<file path="config.mk">
export PLATFORM = sky130hd
export DESIGN_NAME = button_event_scheduler
export DESIGN_NICKNAME = d
export VERILOG_FILES = /design/src/rtl/button_event_scheduler.sv
export SDC_FILE = /design/constraint.sdc
export NUM_CORES = 1
export LEC_CHECK = 0
export ABC_AREA = 1
export ABC_CLOCK_PERIOD_IN_PS = 1700
export CORE_ASPECT_RATIO = 1.5
export CORE_UTILIZATION = 47
export CTS_CLUSTER_DIAMETER = 80
export DETAILED_ROUTE_END_ITERATION = 10
export PLACE_DENSITY_LB_ADDON = 0.1
export SLEW_MARGIN = 20
export SYNTH_ARGS = -nofsm -noshare
export SYNTH_HDL_FRONTEND = slang
export SYNTH_SLANG_ARGS = --single-unit
export TNS_END_PERCENT = 50
</file>
<file path="constraint.sdc">
create_clock -name clk -period 1.7 [get_ports clk]
set_input_delay 0.51 -clock clk [delete_from_list [all_inputs] [get_ports clk]]
set_output_delay 0.51 -clock clk [all_outputs]
set_load 0.02 [all_outputs]
</file>
<file path="src/rtl/button_event_scheduler.sv">
// button_event_scheduler
//   Converts N debounced button levels into a serialized stream of press and
//   hold-to-repeat events. Each button runs a small IDLE/DELAY/REPEAT FSM that
//   raises events into a one-deep pending slot. A round-robin arbiter moves
//   pending events into a registered valid/ready output stage. An event raised
//   while its slot is still occupied is dropped and flagged on sticky overflow.
module button_event_scheduler #(
  parameter int  N_BUTTONS     = 4,
  parameter int  REPEAT_DELAY  = 50,
  parameter int  REPEAT_PERIOD = 10,
  localparam int ID_W          = $clog2(N_BUTTONS)
) (
  input  logic                 clk,
  input  logic                 rst,
  input  logic [N_BUTTONS-1:0] buttons,
  input  logic                 event_ready,
  output logic                 event_valid,
  output logic [ID_W-1:0]      event_id,
  output logic                 event_repeat,
  input  logic                 clr_overflow,
  output logic                 overflow
);

  // The counter only ever counts up to the larger of the two limits minus one.
  localparam int CNT_MAX = (REPEAT_DELAY > REPEAT_PERIOD) ? REPEAT_DELAY : REPEAT_PERIOD;
  localparam int CNT_W   = $clog2(CNT_MAX);

  localparam logic [CNT_W-1:0] DELAY_LAST  = CNT_W'(REPEAT_DELAY - 1);
  localparam logic [CNT_W-1:0] PERIOD_LAST = CNT_W'(REPEAT_PERIOD - 1);

  typedef enum logic [1:0] {
    ST_IDLE,
    ST_DELAY,
    ST_REPEAT
  } btn_state_t;

  btn_state_t           state_q [N_BUTTONS];
  logic [CNT_W-1:0]     cnt_q   [N_BUTTONS];
  logic [N_BUTTONS-1:0] buttons_prev;

  logic [N_BUTTONS-1:0] raise;       // an event is generated this cycle
  logic [N_BUTTONS-1:0] raise_rep;   // ... and it is an auto-repeat
  logic [N_BUTTONS-1:0] pending_q;
  logic [N_BUTTONS-1:0] pend_rep_q;
  logic [N_BUTTONS-1:0] grant_mask;
  logic [N_BUTTONS-1:0] drop;

  logic [ID_W-1:0]      rr_ptr;
  logic [ID_W-1:0]      grant_id;
  logic                 grant_valid;
  logic                 slot_free;

  // Event decode: a press fires on a rising level seen from IDLE, repeats fire
  // when the hold counter reaches its limit. A released button never fires.
  always_comb begin
    // NOTE: every always_comb output gets a default first so no path can leave
    // it unassigned; a missing default would infer a latch.
    raise     = '0;
    raise_rep = '0;
    for (int i = 0; i < N_BUTTONS; i++) begin
      if (buttons[i]) begin
        unique case (state_q[i])
          ST_IDLE:   raise[i] = ~buttons_prev[i];
          ST_DELAY:  if (cnt_q[i] == DELAY_LAST) begin
                       raise[i]     = 1'b1;
                       raise_rep[i] = 1'b1;
                     end
          ST_REPEAT: if (cnt_q[i] == PERIOD_LAST) begin
                       raise[i]     = 1'b1;
                       raise_rep[i] = 1'b1;
                     end
          default:   ;
        endcase
      end
    end
  end

  // Per-button hold FSMs and the previous-level register used for edge detect.
  always_ff @(posedge clk or negedge rst) begin
    if (!rst) begin
      buttons_prev <= '0;
      // NOTE: the per-button state/counter arrays are a handful of flops, not a
      // RAM, so they are reset like any other register.
      for (int i = 0; i < N_BUTTONS; i++) begin
        state_q[i] <= ST_IDLE;
        cnt_q[i]   <= '0;
      end
    end else begin
      // NOTE: state is updated with non-blocking assignments so every FSM sees
      // the values from the start of the cycle, matching the comb decode above.
      buttons_prev <= buttons;
      for (int i = 0; i < N_BUTTONS; i++) begin
        if (!buttons[i]) begin
          state_q[i] <= ST_IDLE;
          cnt_q[i]   <= '0;
        end else begin
          unique case (state_q[i])
            ST_IDLE: begin
              if (raise[i]) begin
                state_q[i] <= ST_DELAY;
                cnt_q[i]   <= '0;
              end
            end
            ST_DELAY: begin
              if (raise[i]) begin
                state_q[i] <= ST_REPEAT;
                cnt_q[i]   <= '0;
              end else begin
                cnt_q[i] <= cnt_q[i] + 1'b1;
              end
            end
            ST_REPEAT: begin
              if (raise[i]) cnt_q[i] <= '0;
              else          cnt_q[i] <= cnt_q[i] + 1'b1;
            end
            default: begin
              state_q[i] <= ST_IDLE;
              cnt_q[i]   <= '0;
            end
          endcase
        end
      end
    end
  end

  // Round-robin search: first pending button at or after rr_ptr, wrapping.
  always_comb begin
    logic [ID_W-1:0] idx;
    grant_valid = 1'b0;
    grant_id    = '0;
    idx         = '0;
    for (int k = 0; k < N_BUTTONS; k++) begin
      idx = ID_W'((int'(rr_ptr) + k) % N_BUTTONS);
      if (!grant_valid && pending_q[idx]) begin
        grant_valid = 1'b1;
        grant_id    = idx;
      end
    end
  end

  assign slot_free = ~event_valid | event_ready;

  // One-hot of the pending bit being moved into the output stage this cycle.
  always_comb begin
    grant_mask = '0;
    if (slot_free && grant_valid) grant_mask[grant_id] = 1'b1;
  end

  // A new event is lost only when its slot is full and not emptying this cycle.
  assign drop = raise & pending_q & ~grant_mask;

  // Pending slots and the sticky overflow flag; a set beats a simultaneous clear.
  always_ff @(posedge clk or negedge rst) begin
    if (!rst) begin
      pending_q  <= '0;
      pend_rep_q <= '0;
      overflow   <= 1'b0;
    end else begin
      for (int i = 0; i < N_BUTTONS; i++) begin
        if (raise[i]) begin
          if (!drop[i]) begin
            pending_q[i]  <= 1'b1;
            pend_rep_q[i] <= raise_rep[i];
          end
        end else if (grant_mask[i]) begin
          pending_q[i] <= 1'b0;
        end
      end
      if (|drop)             overflow <= 1'b1;
      else if (clr_overflow) overflow <= 1'b0;
    end
  end

  // Registered output stage; holds its contents while valid and not ready.
  always_ff @(posedge clk or negedge rst) begin
    if (!rst) begin
      event_valid  <= 1'b0;
      event_id     <= '0;
      event_repeat <= 1'b0;
      rr_ptr       <= '0;
    end else if (slot_free) begin
      if (grant_valid) begin
        event_valid  <= 1'b1;
        event_id     <= grant_id;
        event_repeat <= pend_rep_q[grant_id];
        rr_ptr       <= ID_W'((int'(grant_id) + 1) % N_BUTTONS);
      end else begin
        event_valid  <= 1'b0;
      end
    end
  end

endmodule

</file>
==> impl_metrics.json <==
{
  "grt_max_degree": 52,
  "grt_use_total_pct": 22.4,
  "n_antenna_cell": 0,
  "die_area_um2": 7370,
  "syn-cell-area_um2": 3300,
  "ant_nets": 0,
  "synth_top_cell_by_area": "dfrtp_1",
  "min_period_over_period_pct": 118,
  "seqPwrFrac_pct": 18.6,
  "ys_top_cells_by_count": "nand2_1 (105), inv_1 (64), dfrtp_1 (51)",
  "grt_overflow": 0,
  "setup_viol": 23,
  "hold_ws_ns": 0.159,
  "portBuffers": 12,
  "tritoncts": "built",
  "synth_top_area_share_pct": 38.7,
  "fin_worst_skew_ns": 0.0123,
  "ys_warn_count": 0,
  "wl_per_cell_um": 13.4,
  "pwr-share-clk_pct": 10.3,
  "synth_compound_area_share_pct": 10.3,
  "timing.final.ws_setup_ns": -0.301,
  "fmax_mhz": 500,
  "swShare_pct": 45.3,
  "synthXorXnorAreaFrac_pct": 0.531,
  "yosysMostFrequentCell": "nand2_1",
  "power_density_nw_per_um2": 1950,
  "maxCapViolations": 0,
  "internal-power_w": 0.00537,
  "grt_pass1_vias": 3190,
  "synth_top_family_by_area": "simple AND/OR/NAND/NOR gates",
  "synth_fp_nets": 473,
  "die_w_um": 70.4,
  "viasPerCell": 5.11,
  "crit_type": "reg2reg",
  "rows": 37,
  "grt_pass1_wl_um": 13400,
  "fin_crit_ns": 2.00,
  "start_util_pct": 48.5,
  "antenna_found_initial": 0,
  "slew_headroom_pct": 75.6,
  "worstPathMaxFanout": 6,
  "cp.required_ns": 1.90,
  "first_iter_violations": 129,
  "hold_viol": 0,
  "fin_area_um2": 5030,
  "worst_pin_slew_ns": 0.362,
  "failed_checks": "negative setup slack",
  "p_leak_nw": 2.40,
  "switchingPower_w": 0.00444,
  "place_area_um2": 4030,
  "ys_dominant_reg_cell": "dfrtp_1",
  "cts_sinks": 51,
  "synthArstFlopShare_pct": 100,
  "status": "complete, but fails checks",
  "drive_gt1_share_pct": 47.9,
  "io_pins": 13,
  "power_frac_comb_pct": 71.1,
  "hpwl_um": 5340,
  "area_growth_pct": 52.4,
  "clock-root-buffer": "clkbuf_8",
  "route.vias.total": 3236,
  "drc_errors": 0,
  "ctsHtreeMaxLevel": 2,
  "synthSimpleGateAreaFrac_pct": 30.5,
  "clk_pin_slew_ns": 0.10,
  "nets": 590,
  "crit_arrival_ns": 2.20,
  "fp.coreArea_um2": 6810,
  "drt_wl_total_um": 8460,
  "syn_inst": 437,
  "post_synth.cell_area_avg_um2": 7.55,
  "synth_area_leaders": "dfrtp_1 (39%), nand2_1 (12%), ha_1 (11%)",
  "clk_latency_ns": 0.32,
  "yosysSeqAreaShare_pct": 38.7,
  "die_y_um": 105,
  "min_path_type": "in2async",
  "synth_cell_type_count": 27,
  "synth-adder-area-share_pct": 10.6,
  "ys_seq_elements": 51,
  "rsz0062_at_grt": "yes",
  "clock_path_buffers": 2,
  "end_kind": "flip-flop",
  "drt_pass1_iterations": 4,
  "cp-start-kind": "flip-flop",
  "maxSlewViolCount": 0,
  "place.gp.congestion": 0.868,
  "synthMuxAreaShare_pct": 0,
  "numCtsBuffers": 5,
  "irDropWorstVdd_mv": 1.11,
  "synth_enable_flop_cells": 0
}
## layer usage
metal | share of wire (%) | track usage (%) | vias up
li1 | - | - | 1637
met1 | 38 | 24.4 | 1538
met2 | 57 | 42.7 | 42
met3 | 2.1 | 3.47 | 19
met4 | 2.4 | 7.57 | 0
met5 | 0 | 0 | -
## final cells by class
type / count / area, um2
clock buffer: 5 / 68.8
timing repair buffer: 111 / 936
sequential: 51 / 1280
tap: 78 / 97.6
timing repair inverter: 1 / 7.51
clock inverter: 3 / 67.6
inverter: 74 / 288
multi-input combinational: 310 / 2280
fill: 501 / 1780
## registers in the layout, indices dropped and copies added (netlist names)
register	cells
event_id	2
event_repeat	1
state_q	8
pending_q	4
buttons_prev	4
cnt_q	24
rr_ptr	2
event_valid	1
pend_rep_q	4
overflow	1
## power by group through the flow
stage	clock network (W)	logic, W	registers (W)
detailed placement	0	0.00465	0.00178
global route	0.00108	0.00759	0.00186
finish	0.00101	0.00697	0.00183
global placement	0	0.00460	0.00177
floorplan	0	0.00281	0.00181
CTS	0.00105	0.00574	0.00178
## final timing paths
check / start / to / slack, ns / cells past startpoint
max: rr_ptr[0] / pend_rep_q[2] / -0.30 / 16
min: rst / state_q[1] / 0.16 / 2
max reg2reg: rr_ptr[0] / pend_rep_q[2] / -0.30 / 16
min reg2reg: event_id[0] / event_id[0] / 0.49 / 1
max in group asynchronous: rst / state_q[5] / 1.27 / 2
min in group clk: event_id[0] / event_id[0] / 0.49 / 1
## critical path, cell delays in order, from the launching register on
cell and delay [ns]:
dfrtp_2 0.46, buf_6 0.16, nand2_4 0.07, nand2_4 0.08
nand2_2 0.07, nand2_2 0.06, nor2_4 0.11, nand3_2 0.10
nand3_2 0.10, nand2_4 0.09, inv_4 0.09, ha_4 0.13
inv_2 0.04, o21ai_4 0.14, nand2_2 0.09, nand2_2 0.07
o21ai_2 0.05
## what timing repair did
| item | in CTS | in global routing |
|---|---|---|
| hold buffers | 0 | 0 |
| gates resized for setup | 81 | 102 |
| buffers inserted | 20 | 12 |
| pin swaps | 20 | 38 |
| endpoints found under the setup margin | 47 | 46 |
| gates cloned | 1 | 1 |
## layout by cell type (no fill, tap or decap), types with 11 or more instances in the layout
master	netlist	layout
nand3_2	2	12
ha_1	28	16
nor2_1	27	18
buf_6	2	17
nand3_1	41	23
buf_4	1	80
inv_1	64	50
nand2_2	17	39
nand2_4	3	15
inv_2	10	20
a21oi_1	19	11
nand2_1	105	72
dfrtp_1	51	46
o21ai_2	8	15
## per-stage QoR
step	power [W]	utilization, %	TNS (ns)	instances	setup WS, ns
5_1_grt	0.0105	73.9	-6.69	633	-0.414
2_1_floorplan	0.00462	-	-0.290	437	-0.0749
3_3_place_gp	0.00636	59.2	-3.78	591	-0.256
4_1_cts	0.00857	67.1	-2.62	620	-0.286
6_report	0.00981	73.9	-2.97	633	-0.301
3_5_place_dp	0.00643	59.2	-4.71	591	-0.328
## logic make-up (layout without fill, tap and decap cells)
group,after synthesis,after routing
adders and majority gates,28,28
buffers and inverters,77,194
AOI/OAI and AO/OA,60,60
xor gates and xnor gates,2,2
DFF,51,51
and+or+nand+nor,219,220
Note: power is estimated with default switching activity, not from simulation.
